$ cat config.mk
export PLATFORM = sky130hd
export DESIGN_NAME = assist_led_drv
export DESIGN_NICKNAME = d
export VERILOG_FILES = /design/src/rtl/ebike_ui_pkg.sv /design/src/rtl/led_pwm.sv /design/src/rtl/assist_led_drv.sv
export SDC_FILE = /design/constraint.sdc
export NUM_CORES = 1
export LEC_CHECK = 0
export BUFFER_PORTS_ARGS = -buffer_cell sky130_fd_sc_hd__buf_2
export CAP_MARGIN = 25
export CORE_ASPECT_RATIO = 0.9
export CORE_UTILIZATION = 25
export DETAILED_ROUTE_END_ITERATION = 7
export PLACE_DENSITY_LB_ADDON = 0.25
export SYNTH_ARGS = -nofsm -noshare
export SYNTH_HDL_FRONTEND = slang
export SYNTH_SLANG_ARGS = --single-unit
export TNS_END_PERCENT = 50
$ cat constraint.sdc
create_clock -name clk -period 3 [get_ports clk]
set_input_delay 0.15 -clock clk [delete_from_list [all_inputs] [get_ports clk]]
set_output_delay 0.15 -clock clk [all_outputs]
set_load 0.005 [all_outputs]
$ cat src/rtl/ebike_ui_pkg.sv
// Shared types and helpers for the e-bike rider interface blocks
// (push-button interface and assist-level LED driver).
package ebike_ui_pkg;

  typedef enum logic [1:0] {
    STEADY    = 2'd0,
    FLASH_ON  = 2'd1,
    FLASH_OFF = 2'd2
  } led_state_t;

  // Level the push-button interface comes out of reset with; the LED driver
  // starts from the same value so that reset alone never triggers a flash.
  localparam logic [1:0] ASSIST_RST_LVL = 2'b01;

  // Bar-graph pattern for an assist level: one more LED lit per level.
  function automatic logic [2:0] bar_pattern(input logic [1:0] lvl);
    logic [2:0] pat;
    case (lvl)
      2'b00:   pat = 3'b000;
      2'b01:   pat = 3'b001;
      2'b10:   pat = 3'b011;
      default: pat = 3'b111;
    endcase
    return pat;
  endfunction

endpackage

$ cat src/rtl/led_pwm.sv
// Brightness PWM for the LED bar: free-running counter and duty compare.
// Full-scale brightness forces the enable permanently on so there is no
// one-cycle dropout per PWM period.
module led_pwm #(
  parameter int PWM_W = 4
) (
  input  logic             clk,
  input  logic             rst_n,
  input  logic [PWM_W-1:0] bright,
  output logic             en
);

  logic [PWM_W-1:0] cnt_q;

  // Free-running PWM period counter, wraps naturally.
  always_ff @(posedge clk or negedge rst_n) begin
    if (!rst_n) begin
      cnt_q <= '0;
    end else begin
      cnt_q <= cnt_q + 1'b1;
    end
  end

  assign en = (&bright) | (cnt_q < bright);

endmodule

$ cat src/rtl/assist_led_drv.sv
// Assist-level indicator: shows the current level on a 3-LED bar graph and
// flashes the bar a fixed number of times whenever the level changes.
//
//   state     | meaning
//   ----------+-----------------------------------------------------------
//   STEADY    | bar graph of the current level, timer held at 0
//   FLASH_ON  | flash pattern lit for 2^BLINK_W cycles
//   FLASH_OFF | all LEDs dark for 2^BLINK_W cycles, then next flash or done
module assist_led_drv
  import ebike_ui_pkg::*;
#(
  parameter int BLINK_W   = 22,
  parameter int NUM_FLASH = 3,
  parameter int PWM_W     = 4
) (
  input  logic             clk,
  input  logic             rst_n,
  input  logic [1:0]       setting,
  input  logic [PWM_W-1:0] bright,
  output logic [2:0]       led,
  output logic             busy
);

  localparam logic [3:0] LAST_FLASH = 4'(NUM_FLASH - 1);

  led_state_t         state_q, state_d;
  logic [1:0]         set_q;
  logic [BLINK_W-1:0] timer_q, timer_d;
  logic [3:0]         flash_cnt_q, flash_cnt_d;
  logic [2:0]         led_q, led_raw;
  logic               busy_q;
  logic [2:0]         flash_pat;
  logic               change;
  logic               phase_end;
  logic               en;

  led_pwm #(.PWM_W(PWM_W)) u_pwm (
    .clk    (clk),
    .rst_n  (rst_n),
    .bright (bright),
    .en     (en)
  );

  assign change    = (setting != set_q);
  assign phase_end = &timer_q;
  // "Assist off" has an empty bar, so flash the full bar to make it visible.
  assign flash_pat = (set_q == 2'b00) ? 3'b111 : bar_pattern(set_q);

  // Next-state, phase timer and flash counter; a level change restarts the
  // sequence and wins over any phase-end transition in the same cycle.
  always_comb begin
    state_d     = state_q;
    timer_d     = timer_q;
    flash_cnt_d = flash_cnt_q;
    led_raw     = 3'b000;
    case (state_q)
      STEADY: begin
        led_raw = bar_pattern(set_q);
        timer_d = '0;
      end
      FLASH_ON: begin
        led_raw = flash_pat;
        timer_d = timer_q + 1'b1;
        if (phase_end) begin
          state_d = FLASH_OFF;
          timer_d = '0;
        end
      end
      FLASH_OFF: begin
        led_raw = 3'b000;
        timer_d = timer_q + 1'b1;
        if (phase_end) begin
          timer_d = '0;
          if (flash_cnt_q == LAST_FLASH) begin
            state_d = STEADY;
          end else begin
            state_d     = FLASH_ON;
            flash_cnt_d = flash_cnt_q + 4'd1;
          end
        end
      end
      default: begin
        state_d     = STEADY;
        timer_d     = '0;
        flash_cnt_d = '0;
      end
    endcase
    if (change) begin
      state_d     = FLASH_ON;
      timer_d     = '0;
      flash_cnt_d = '0;
    end
  end

  // State, timer, level register and registered LED/busy outputs.
  always_ff @(posedge clk or negedge rst_n) begin
    if (!rst_n) begin
      state_q     <= STEADY;
      set_q       <= ASSIST_RST_LVL;
      timer_q     <= '0;
      flash_cnt_q <= '0;
      led_q       <= 3'b000;
      busy_q      <= 1'b0;
    end else begin
      state_q     <= state_d;
      set_q       <= setting;
      timer_q     <= timer_d;
      flash_cnt_q <= flash_cnt_d;
      led_q       <= led_raw & {3{en}};
      busy_q      <= (state_d != STEADY);
    end
  end

  assign led  = led_q;
  assign busy = busy_q;

endmodule

==> results of run 1 <==
==> routing by layer <==
metal,global-route usage,up-vias,wire length (um)
li1,-,721,-
met1,0.132,665,1960
met2,0.147,15,1510
met3,0.0263,6,100
met4,0.0366,0,52
met5,0,-,0
==> layout make-up <==
cell class / instances / area, sq um / share of cell area
Timing Repair Buffer: 14 / 82.6 / 0.0350
Multi-Input combinational cell: 148 / 1010 / 0.428
Clock buffer: 6 / 82.6 / 0.0350
Sequential cell: 38 / 952 / 0.403
Inverter: 14 / 52.6 / 0.0222
Clock inverter: 2 / 60.1 / 0.0254
Tap cell: 96 / 120 / 0.0508
==> through the flow <==
stage,std cells,setup WS [ps]
2_1_floorplan,204,1010
3_3_place_gp,308,862
3_5_place_dp,308,820
4_1_cts,318,788
5_1_grt,318,532
6_report,318,795
==> logic make-up after synthesis <==
kind of cell	synth area share
flops	0.468
compound gates	0.0554
buf+inv	0.0338
mux	0.00554
fa+ha+maj	0.0923
simple gates	0.241
xor+xnor	0.103
==> power by group <==
group	switching [W]	total [W]	internal [W]
combinational	0.0000360	0.0000556	0.0000196
clock	0.000185	0.000539	0.000355
sequential	0.00000468	0.000524	0.000519
total	0.000225	0.00112	0.000893
==> cells in the final DEF, fill, tap and decap left out, drive strengths merged, types with 4 or more instances in the layout <==
| cell | netlist | routed |
|---|---|---|
| and3 | 8 | 8 |
| clkbuf | 4 | 6 |
| inv | 14 | 14 |
| dfrtp | 37 | 37 |
| xor2 | 14 | 14 |
| nor2 | 30 | 30 |
| nand3 | 15 | 15 |
| xnor2 | 10 | 10 |
| o21ai | 4 | 4 |
| nand4 | 9 | 9 |
| nand2 | 14 | 14 |
| buf | 0 | 12 |
| ha | 15 | 15 |
==> state kept, by name (all words and copies together), names as in the netlist <==
register and count:
flash_cnt_q 4, state_q 2, u_pwm.cnt_q 4, set_q 2
led 3, busy 1, timer_q 22
==> critical path: stages (launching register included) <==
cell	delay (ps)
dfrtp_1	390
ha_1	210
nand3_1	180
nor4_4	500
nand3b_2	150
or4b_1	510
a31oi_1	190
==> final timing paths <==
path                             endpoint  slack [ps]
max                        flash_cnt_q[1]         790
min                        flash_cnt_q[1]         -30
max reg2reg                flash_cnt_q[1]         790
min reg2reg                u_pwm.cnt_q[0]         470
max in group asynchronous     timer_q[18]        2490
min in group clk                   led[2]         350
==> results.md, run 1 <==
* Status: finished with violations
* Failing checks: hold timing
* Antenna violations before repair at 0
* Async SR Flop Fraction at 1.00
* Clock sinks at 38
* CP Max Fanout at 7
* Via Count at about 1,400
* Final HPWL DP at ~2500 um
* Synth area leaders: dfrtp_1 46%, ha_1 9.2%, xor2_1 6.0%
* CTS Hold Bufs at 2
* Post-synth EDFFs at 0
* CTS tree: yes
* Final max-slew violation count at 0
* Root buf cell: clkbuf_8
* Fin nets at roughly 240
* Mean Syn Cell Area at 9.97 sq um
* Syn Nets at about 230
* Main synth FF type: dfrtp_1
* Finished Cell Area at 2360 sq um
* Initial Util at 0.264
* Pin count of the biggest net entering global routing at 39
* Worst Setup SP: timer_q[0]
* Mapped Area at 2030 sq um
* Period utilization at 0.735
* I/O pins at 12
* DP Area at between 2000 and 2500 sq um
* Final Util at 0.307
* CP Data Required Time at around 3200 ps
* P&R area growth vs syn at 16.2%
* Peak VDD IR at about 0.17 mV
* Mapped Cells at 204
* WL final at between 3000 and 4000 um
* Synth top area share at 0.455
* CP endpoint kind: flip-flop
* Drt first-iter violations at a little over 60
* Setup TNS at 0 ps
* Latest clock arrival within the worst-skew pair at slightly below 300 ps
* Yosys warns at 0
* Max-Cap Viols at 0
* Worst r2r path cells at 6
* Register bit total from synthesis at 38
* Number of global-route vias before repair at roughly 1,400
* LEAKAGE at roughly 1.0 nW
* Rows at 30
* # fillers at between 700 and 800
* Most frequent cells after synthesis: 37 x dfrtp_1, 29 x nor2_1, 15 x ha_1, 15 x nand3_1
* Gr ovfl total at 0
* Synth cell types at 37
* Via-per-instance ratio at between 4 and 5
* Setup CP Type: flip-flop to flip-flop
* Post-cts repair resize count at 0
* Post-DRT Antenna Nets at 0
* Skew final at between 3 and 4 ps
* Core area at slightly below 8000 sq um
* Most frequent cell after synthesis: dfrtp_1
* Final hold violation count at 37
* HP Class: input pin to asynchronous set/reset pin
* Max_slew headroom at 0.427
* H-tree depth at 2
* I/O Buffers at 11
* GP Congestion at approximately 0.77
* Final setup fails at 0
* Unrepaired setup endpoints after global routing: no
* Share of layout cells above drive strength 1 at 0.131
* Post-CTS Setup Inserts at 0
* Die span in x at a little under 100 um
* CTS Buf Count at 5
* Pwr Total at ~0.0011 W
* Least-Margin Pin Slew at around 860 ps
* Hold slack at -33.8 ps
* Clock Path Buffers at 2
* Die area at 8500 sq um
* Clk pin slew, worst setup/hold paths at approximately 80 ps
* Fmax at 453 MHz
* Die Ht at just under 90 um
* Part of the Yosys area used for sequential elements at 0.468
* First-pass GRT wire length at between 6000 and 7000 um
* Power Dens Cells at roughly 470 nW/um^2
* Reg-to-reg startpoint: timer_q[0]
* Leading area contributor after synthesis: dfrtp_1
* DRC at 0
* TritonRoute pass-1 iters at 4
* Global-route usage over all layers at 0.0967
* Routed len/inst at roughly 11 um
* Crit path DAT at 2410 ps
* N_diodes at 0
* Min cycle time layout at 2210 ps
* Startpoint types: flip-flop
Note: power is estimated with default switching activity, not from simulation.
==> run 2, diff against run 1 <==
ABC_AREA = 1   (was default)
clock period = 1.8 ns   (was 3 ns; I/O delays follow)
==> run 2 against run 1 <==
Against the previous run: the run now ends clean; critical endpoint is now timer_q[19]; synthesized area rose by 8.1%; combinational power rose by 100%; die area rose by 7.9%; largest cell class unchanged; critical path depth rose by 4; final cell count rose by 24%; routed wire length rose by 15%.
==> results.md, run 2 <==
* Async SR Flop Fraction at 1.00 (unchanged)
* Final setup fails at 0 (unchanged)
* Most frequent cells after synthesis: 45 x nand2_1, 38 x nor2_1, 37 x dfrtp_1
* Crit path DAT at 1830 ps (-580 ps)
* Critical path's top delay family: simple AND/OR/NAND/NOR gates
* Metal-1 WL at 2160 um (+10%)
* Biggest regs: timer_q (22), flash_cnt_q (4), u_pwm.cnt_q (4)
* CTS tree: yes
* Most common cell after layout, fill and taps aside: nand2_1
* CP max-delay cell: dfrtp_1
* DR WL met2 at 1850 um (+23%)
* TritonRoute pass-1 iters at 4 (unchanged)
* Latest clock arrival within the worst-skew pair at 290 ps (about the same)
* Core area at 8530 sq um (+11%)
* P&R area growth vs syn at 15.5%
* Post-synth EDFFs at 0 (unchanged)
* Unrepaired setup endpoints after global routing: no
* Final HPWL DP at 3050 um (+20%)
* Yosys warns at 0 (unchanged)
* Final max-slew violation count at 0 (unchanged)
* Highest metal used: met4
* I/O Buffers at 11 (unchanged)
* Synth top area share at 0.421 (-0.0340)
* Clk pin slew, worst setup/hold paths at 80 ps (about the same)
* Die Ht at 90.9 um (+3.9%)
* CP Max Fanout at 10 (+3)
* Initial Util at 0.258 (-0.00660)
* I/O pins at 12 (unchanged)
* Max FFs per register at 22 (unchanged)
* GP Congestion at 0.760 (-0.76%)
* Most frequent cells in the layout: 45 x nand2_1, 38 x nor2_1, 37 x dfrtp_1, 28 x inv_1, 18 x nand3_1
* Root buf cell: clkbuf_8
* Pwr Total at 0.00160 W (+43%)
* Setup CP Type: flip-flop to flip-flop
* Fmax at 608 MHz (+34%)
* H-tree depth at 2 (unchanged)
* HP Class: input pin to flip-flop
* Fin nets at 298 (+22%)
* Status: completed
* Post-CTS Setup Inserts at 0 (unchanged)
* Startpoint types: flip-flop
* Share of layout cells above drive strength 1 at 0.174 (+0.0433)
* Min cycle time layout at 1640 ps (-560 ps)
* Part of the Yosys area used for sequential elements at 0.433 (-0.0349)
* Global-route usage over all layers at 0.100 (+0.00375)
* CTS Hold Bufs at 3 (+1)
* Max_slew headroom at 0.670 (+0.243)
* Die area at 9170 sq um (+7.9%)
* CP Data Required Time at 1990 ps (-1220 ps)
* Antenna violations before repair at 0 (unchanged)
* Mapped Cells at 252 (+24%)
* Number of global-route vias before repair at 1,566 (+12%)
* Setup TNS at 0 ps (unchanged)
* Max incr delay on CP at 390 ps (-120 ps)
* Final WS setup at 155 ps (-640 ps)
* CTS Buf Count at 5 (unchanged)
* Pre-CTS WS at 149 ps (-671 ps)
* Max-Cap Viols at 0 (unchanged)
* Leading area contributor after synthesis: dfrtp_1
* Via-per-instance ratio at 4.03 (-8.9%)
* Ordered cell list for the critical path: ha_1, nand2_1, nor2_2, nand2_4, nor2_8, nand2_4, nand3_4, inv_1, nand2_1, nor2_1
* Main synth FF type: dfrtp_1
* Final hold violation count at 0 (-100%)
* Register bit total from synthesis at 38 (unchanged)
* CP endpoint kind: flip-flop
* Pin count of the biggest net entering global routing at 39 (unchanged)
* Via Count at 1,593 (+13%)
* DRC at 0 (unchanged)
* # fillers at 914 (+16%)
* LEAKAGE at 1.15 nW (+10%)
* Period utilization at 0.914 (+0.179)
* Clock Path Buffers at 2 (unchanged)
* Peak VDD IR at 0.236 mV (+36%)
* Syn Nets at 275 (+21%)
* Finished Layout Cells at 395 (+24%)
* Least-Margin Pin Slew at 494 ps (-365 ps)
* HP Start: bright[2]
* Drt first-iter violations at 28 (-54%)
* Mapped Area at 2200 sq um (+8.1%)
* Routed len/inst at 10.5 um (-7.5%)
* Reg2reg setup slack at 160 ps (-640 ps)
* Clock sinks at 38 (unchanged)
* N_diodes at 0 (unchanged)
* Rows at 32 (+6.7%)
* Met3 wire len at 99 um (-1.0%)
* WL final at 4160 um (+15%)
* Critical path buffer and inverter count at 1 (+1)
* Biggest register: timer_q
* Power Dens Cells at 631 nW/um^2 (+33%)
* Placed cell count at 384 (+25%)
* Mean Syn Cell Area at 8.72 sq um (-13%)
* Skew final at 3.89 ps (+0.765 ps)
* Post-DRT Antenna Nets at 0 (unchanged)
* Post-cts repair resize count at 0 (unchanged)
* Most frequent cell after synthesis: nand2_1
* Worst Setup SP: timer_q[0]
* Die span in x at 101 um (+3.9%)
* Gr ovfl total at 0 (unchanged)
* First-pass GRT wire length at 7200 um (+9.1%)
* Reg-to-reg startpoint: timer_q[0]
* Synth cell types at 29 (-22%)
* Synth area leaders: dfrtp_1 42%, ha_1 8.5%, nand2_1 7.7%
run 2: area by class of cell:
cell class | instances | area (sq um) | area share
Inverter | 29 | 109 | 0.0429
Sequential cell | 38 | 952 | 0.375
Clock inverter | 1 | 5.00 | 0.00197
Tap cell | 119 | 149 | 0.0587
Multi-Input combinational cell | 184 | 1120 | 0.440
Timing Repair Buffer | 17 | 120 | 0.0473
Clock buffer | 7 | 86.3 | 0.0340
run 2: report_power, final:
group,switching [W],internal [W]
combinational,0.0000714,0.0000418
sequential,0.00000659,0.000864
clock,0.000309,0.000309
run 2: tightest hold or removal path, cell delays in order:
cell and delay [ps]:
buf_2 110, nand3_1 50, o21ai_0 70, inv_1 90, nor2_1 40
run 2: through the flow:
stage                util  hold WS (ps)  area [sq um]
CTS                 0.298           186          2540
finish              0.298           185          2540
global placement    0.283           181          2420
detailed placement  0.283           189          2420
floorplan               -          -206          2200
global route        0.298           228          2540
run 2: metal layers:
metal,vias to the layer above,GRT usage
met5,-,0
met4,0,0.0302
met3,5,0.0293
met2,14,0.155
met1,736,0.135
li1,838,-
run 2: cell families (layout without fill, tap and decap cells):
family | count (synthesis) | in the layout | share of synthesized area
compound gates | 11 | 11 | 0.0302
xor+xnor | 16 | 16 | 0.0638
fa+ha+maj | 15 | 15 | 0.0854
buf+inv | 30 | 54 | 0.0587
flops | 38 | 38 | 0.433
simple gates | 142 | 142 | 0.329
run 2: worst paths after layout:
check	endpoint	cells after the start
max reg2reg	timer_q[19]	10
min reg2reg	timer_q[0]	1
max in group asynchronous	set_q[0]	3
min in group asynchronous	timer_q[3]	3
min	led[2]	5
max	timer_q[19]	10
==> run 3, diff against run 2 <==
CTS_BUF_LIST = sky130_fd_sc_hd__clkbuf_8   (was default)
==> run 3 against run 2 <==
Against the previous run: clock power shrank 0.8%; worst setup slack better by 0.59 ps; first-iteration DRC count grew 18%; routed wire length about the same; sequential share of layout area unchanged; total power is 0.33% lower; die area unchanged; register-to-register slack hardly changed; non-clock buffer count did not move; critical endpoint unchanged.
==> results.md, run 3 (synthesized netlist as in run 2, its figures left out) <==
* Status: completed
* Power Dens Cells at 629 nW/um^2 (-0.33%)
* CP max-delay cell: dfrtp_1
* Clock sinks at 38 (unchanged)
* Via Count at 1,591 (-0.13%)
* Initial Util at 0.258 (unchanged)
* N_diodes at 0 (unchanged)
* Die Ht at 90.9 um (unchanged)
* Clk pin slew, worst setup/hold paths at 80 ps (about the same)
* GR peak layer: met2
* Die area at 9170 sq um (unchanged)
* Final WS setup at 156 ps (+0.594 ps)
* Crit path DAT at 1830 ps (about the same)
* Final max-slew violation count at 0 (unchanged)
* Number of global-route vias before repair at 1,566 (unchanged)
* Clk network pwr share at 0.384 (-0.002)
* Min cycle time layout at 1640 ps (-0.594 ps)
* Most frequent cells in the layout: 45 x nand2_1, 38 x nor2_1, 37 x dfrtp_1, 29 x inv_1, 18 x nand3_1
* GP Congestion at 0.760 (unchanged)
* I/O Buffers at 11 (unchanged)
* LEAKAGE at 1.15 nW (+0.36%)
* Root buf cell: clkbuf_8
* CTS Buf Count at 5 (unchanged)
* Antenna violations before repair at 0 (unchanged)
* Skew final at 3.92 ps (+0.0351 ps)
* Post-DRT Antenna Nets at 0 (unchanged)
* Clock Path Buffers at 2 (unchanged)
* NetSw at 0.000387 W (about the same)
* Drt first-iter violations at 33 (+18%)
* Finished Layout Cells at 395 (unchanged)
* Met2 GRT Util at 0.155 (unchanged)
* Rows at 32 (unchanged)
* Biggest regs: timer_q (22), flash_cnt_q (4), u_pwm.cnt_q (4)
* Pin count of the biggest net entering global routing at 39 (unchanged)
* Power Internal at 0.00121 W (-0.47%)
* Placed cell count at 384 (unchanged)
* Least-Margin Pin Slew at 495 ps (+0.248 ps)
* Critical path buffer and inverter count at 1 (unchanged)
* CP endpoint kind: flip-flop
* Max_slew headroom at 0.670 (about the same)
* WL final at 4160 um (about the same)
* CP Data Required Time at 1990 ps (about the same)
* Fin nets at 298 (unchanged)
* Core area at 8530 sq um (unchanged)
* Via-per-instance ratio at 4.03 (-0.13%)
* I/O pins at 12 (unchanged)
* Final setup fails at 0 (unchanged)
* Unrepaired setup endpoints after global routing: no
* Pre-CTS WS at 149 ps (unchanged)
* Combinational fraction of design power at 0.071 (about the same)
* DRC at 0 (unchanged)
* M3 GR Usage at 0.0293 (unchanged)
* Share of layout cells above drive strength 1 at 0.174 (unchanged)
* Sequential share of power at 0.545 (+0.002)
* Latest clock arrival within the worst-skew pair at 290 ps (about the same)
* Biggest register: timer_q
* TritonRoute pass-1 iters at 4 (unchanged)
* Final hold violation count at 0 (unchanged)
* Setup TNS at 0 ps (unchanged)
* CP Max Fanout at 10 (unchanged)
* Fmax at 608 MHz (about the same)
* Switching Fraction at 0.243 (+0.00101)
* H-tree depth at 2 (unchanged)
* HP Class: input pin to flip-flop
* Max FFs per register at 22 (unchanged)
* Post-CTS Setup Inserts at 0 (unchanged)
* Period utilization at 0.913 (about the same)
* GR met1 Demand/Resource at 0.135 (unchanged)
* Max-Cap Viols at 0 (unchanged)
* Die span in x at 101 um (unchanged)
* Post-cts repair resize count at 0 (unchanged)
* Startpoint types: flip-flop
* Peak VDD IR at 0.236 mV (+0.24%)
* Routed len/inst at 10.5 um (about the same)
* Setup CP Type: flip-flop to flip-flop
* Final HPWL DP at 3050 um (unchanged)
* Max incr delay on CP at 390 ps (about the same)
* Most common cell after layout, fill and taps aside: nand2_1
* First-pass GRT wire length at 7200 um (unchanged)
* Gr ovfl total at 0 (unchanged)
* Critical path's top delay family: simple AND/OR/NAND/NOR gates
* CTS tree: yes
* Ordered cell list for the critical path: ha_1, nand2_1, nor2_2, nand2_4, nor2_8, nand2_4, nand3_4, inv_1, nand2_1, nor2_1
* P&R area growth vs syn at 15.5% (unchanged)
* Global-route usage over all layers at 0.100 (unchanged)
* CTS Hold Bufs at 3 (unchanged)
* Hold slack at 185 ps (unchanged)
==> run 3: power groups by stage <==
stage | Sequential (W) | Clock (W) | Combinational [W]
detailed placement | 0.000887 | 0 | 0.000113
finish | 0.000870 | 0.000613 | 0.000113
floorplan | 0.000887 | 0 | 0.0000633
global placement | 0.000887 | 0 | 0.000112
CTS | 0.000870 | 0.000642 | 0.000118
global route | 0.000872 | 0.000682 | 0.000130
==> run 3: final timing paths <==
kind	startpoint	endpoint	slack (ps)	cells after the start
setup / recovery	timer_q[0]	timer_q[19]	160	10
hold / removal	bright[2]	led[2]	190	5
setup reg to reg	timer_q[0]	timer_q[19]	160	10
hold reg to reg	timer_q[0]	timer_q[0]	470	1
max in group asynchronous	rst_n	set_q[0]	1050	3
min in group asynchronous	rst_n	timer_q[3]	390	3
==> run 3: area by class of cell <==
| class | instances | area [sq um] |
|---|---|---|
| fill | 914 | 5990 |
| sequential | 38 | 952 |
| clock buffer | 6 | 82.6 |
| timing repair buffer | 17 | 120 |
| tap | 119 | 149 |
| inverter | 29 | 109 |
| multi-input combinational | 184 | 1120 |
| clock inverter | 2 | 8.76 |
==> run 3: worst register-to-register path, cell delays in order, from the launching register on <==
cell,delay (ps)
dfrtp_1,390
ha_1,180
nand2_1,90
nor2_2,170
nand2_4,110
nor2_8,170
nand2_4,80
nand3_4,150
inv_1,110
nand2_1,70
nor2_1,40
==> run 3: metal layers <==
layer	vias up	part of all wire
met2	12	0.44
met5	-	0
met3	5	0.023
li1	838	-
met1	736	0.52
met4	0	0.011
==> run 3: metrics by stage <==
step | util | instance area [sq um] | power [W]
floorplan | - | 2200 | 0.000950
global placement | 0.283 | 2420 | 0.000999
detailed placement | 0.283 | 2420 | 0.00100
CTS | 0.298 | 2540 | 0.00163
global route | 0.298 | 2540 | 0.00168
finish | 0.298 | 2540 | 0.00160
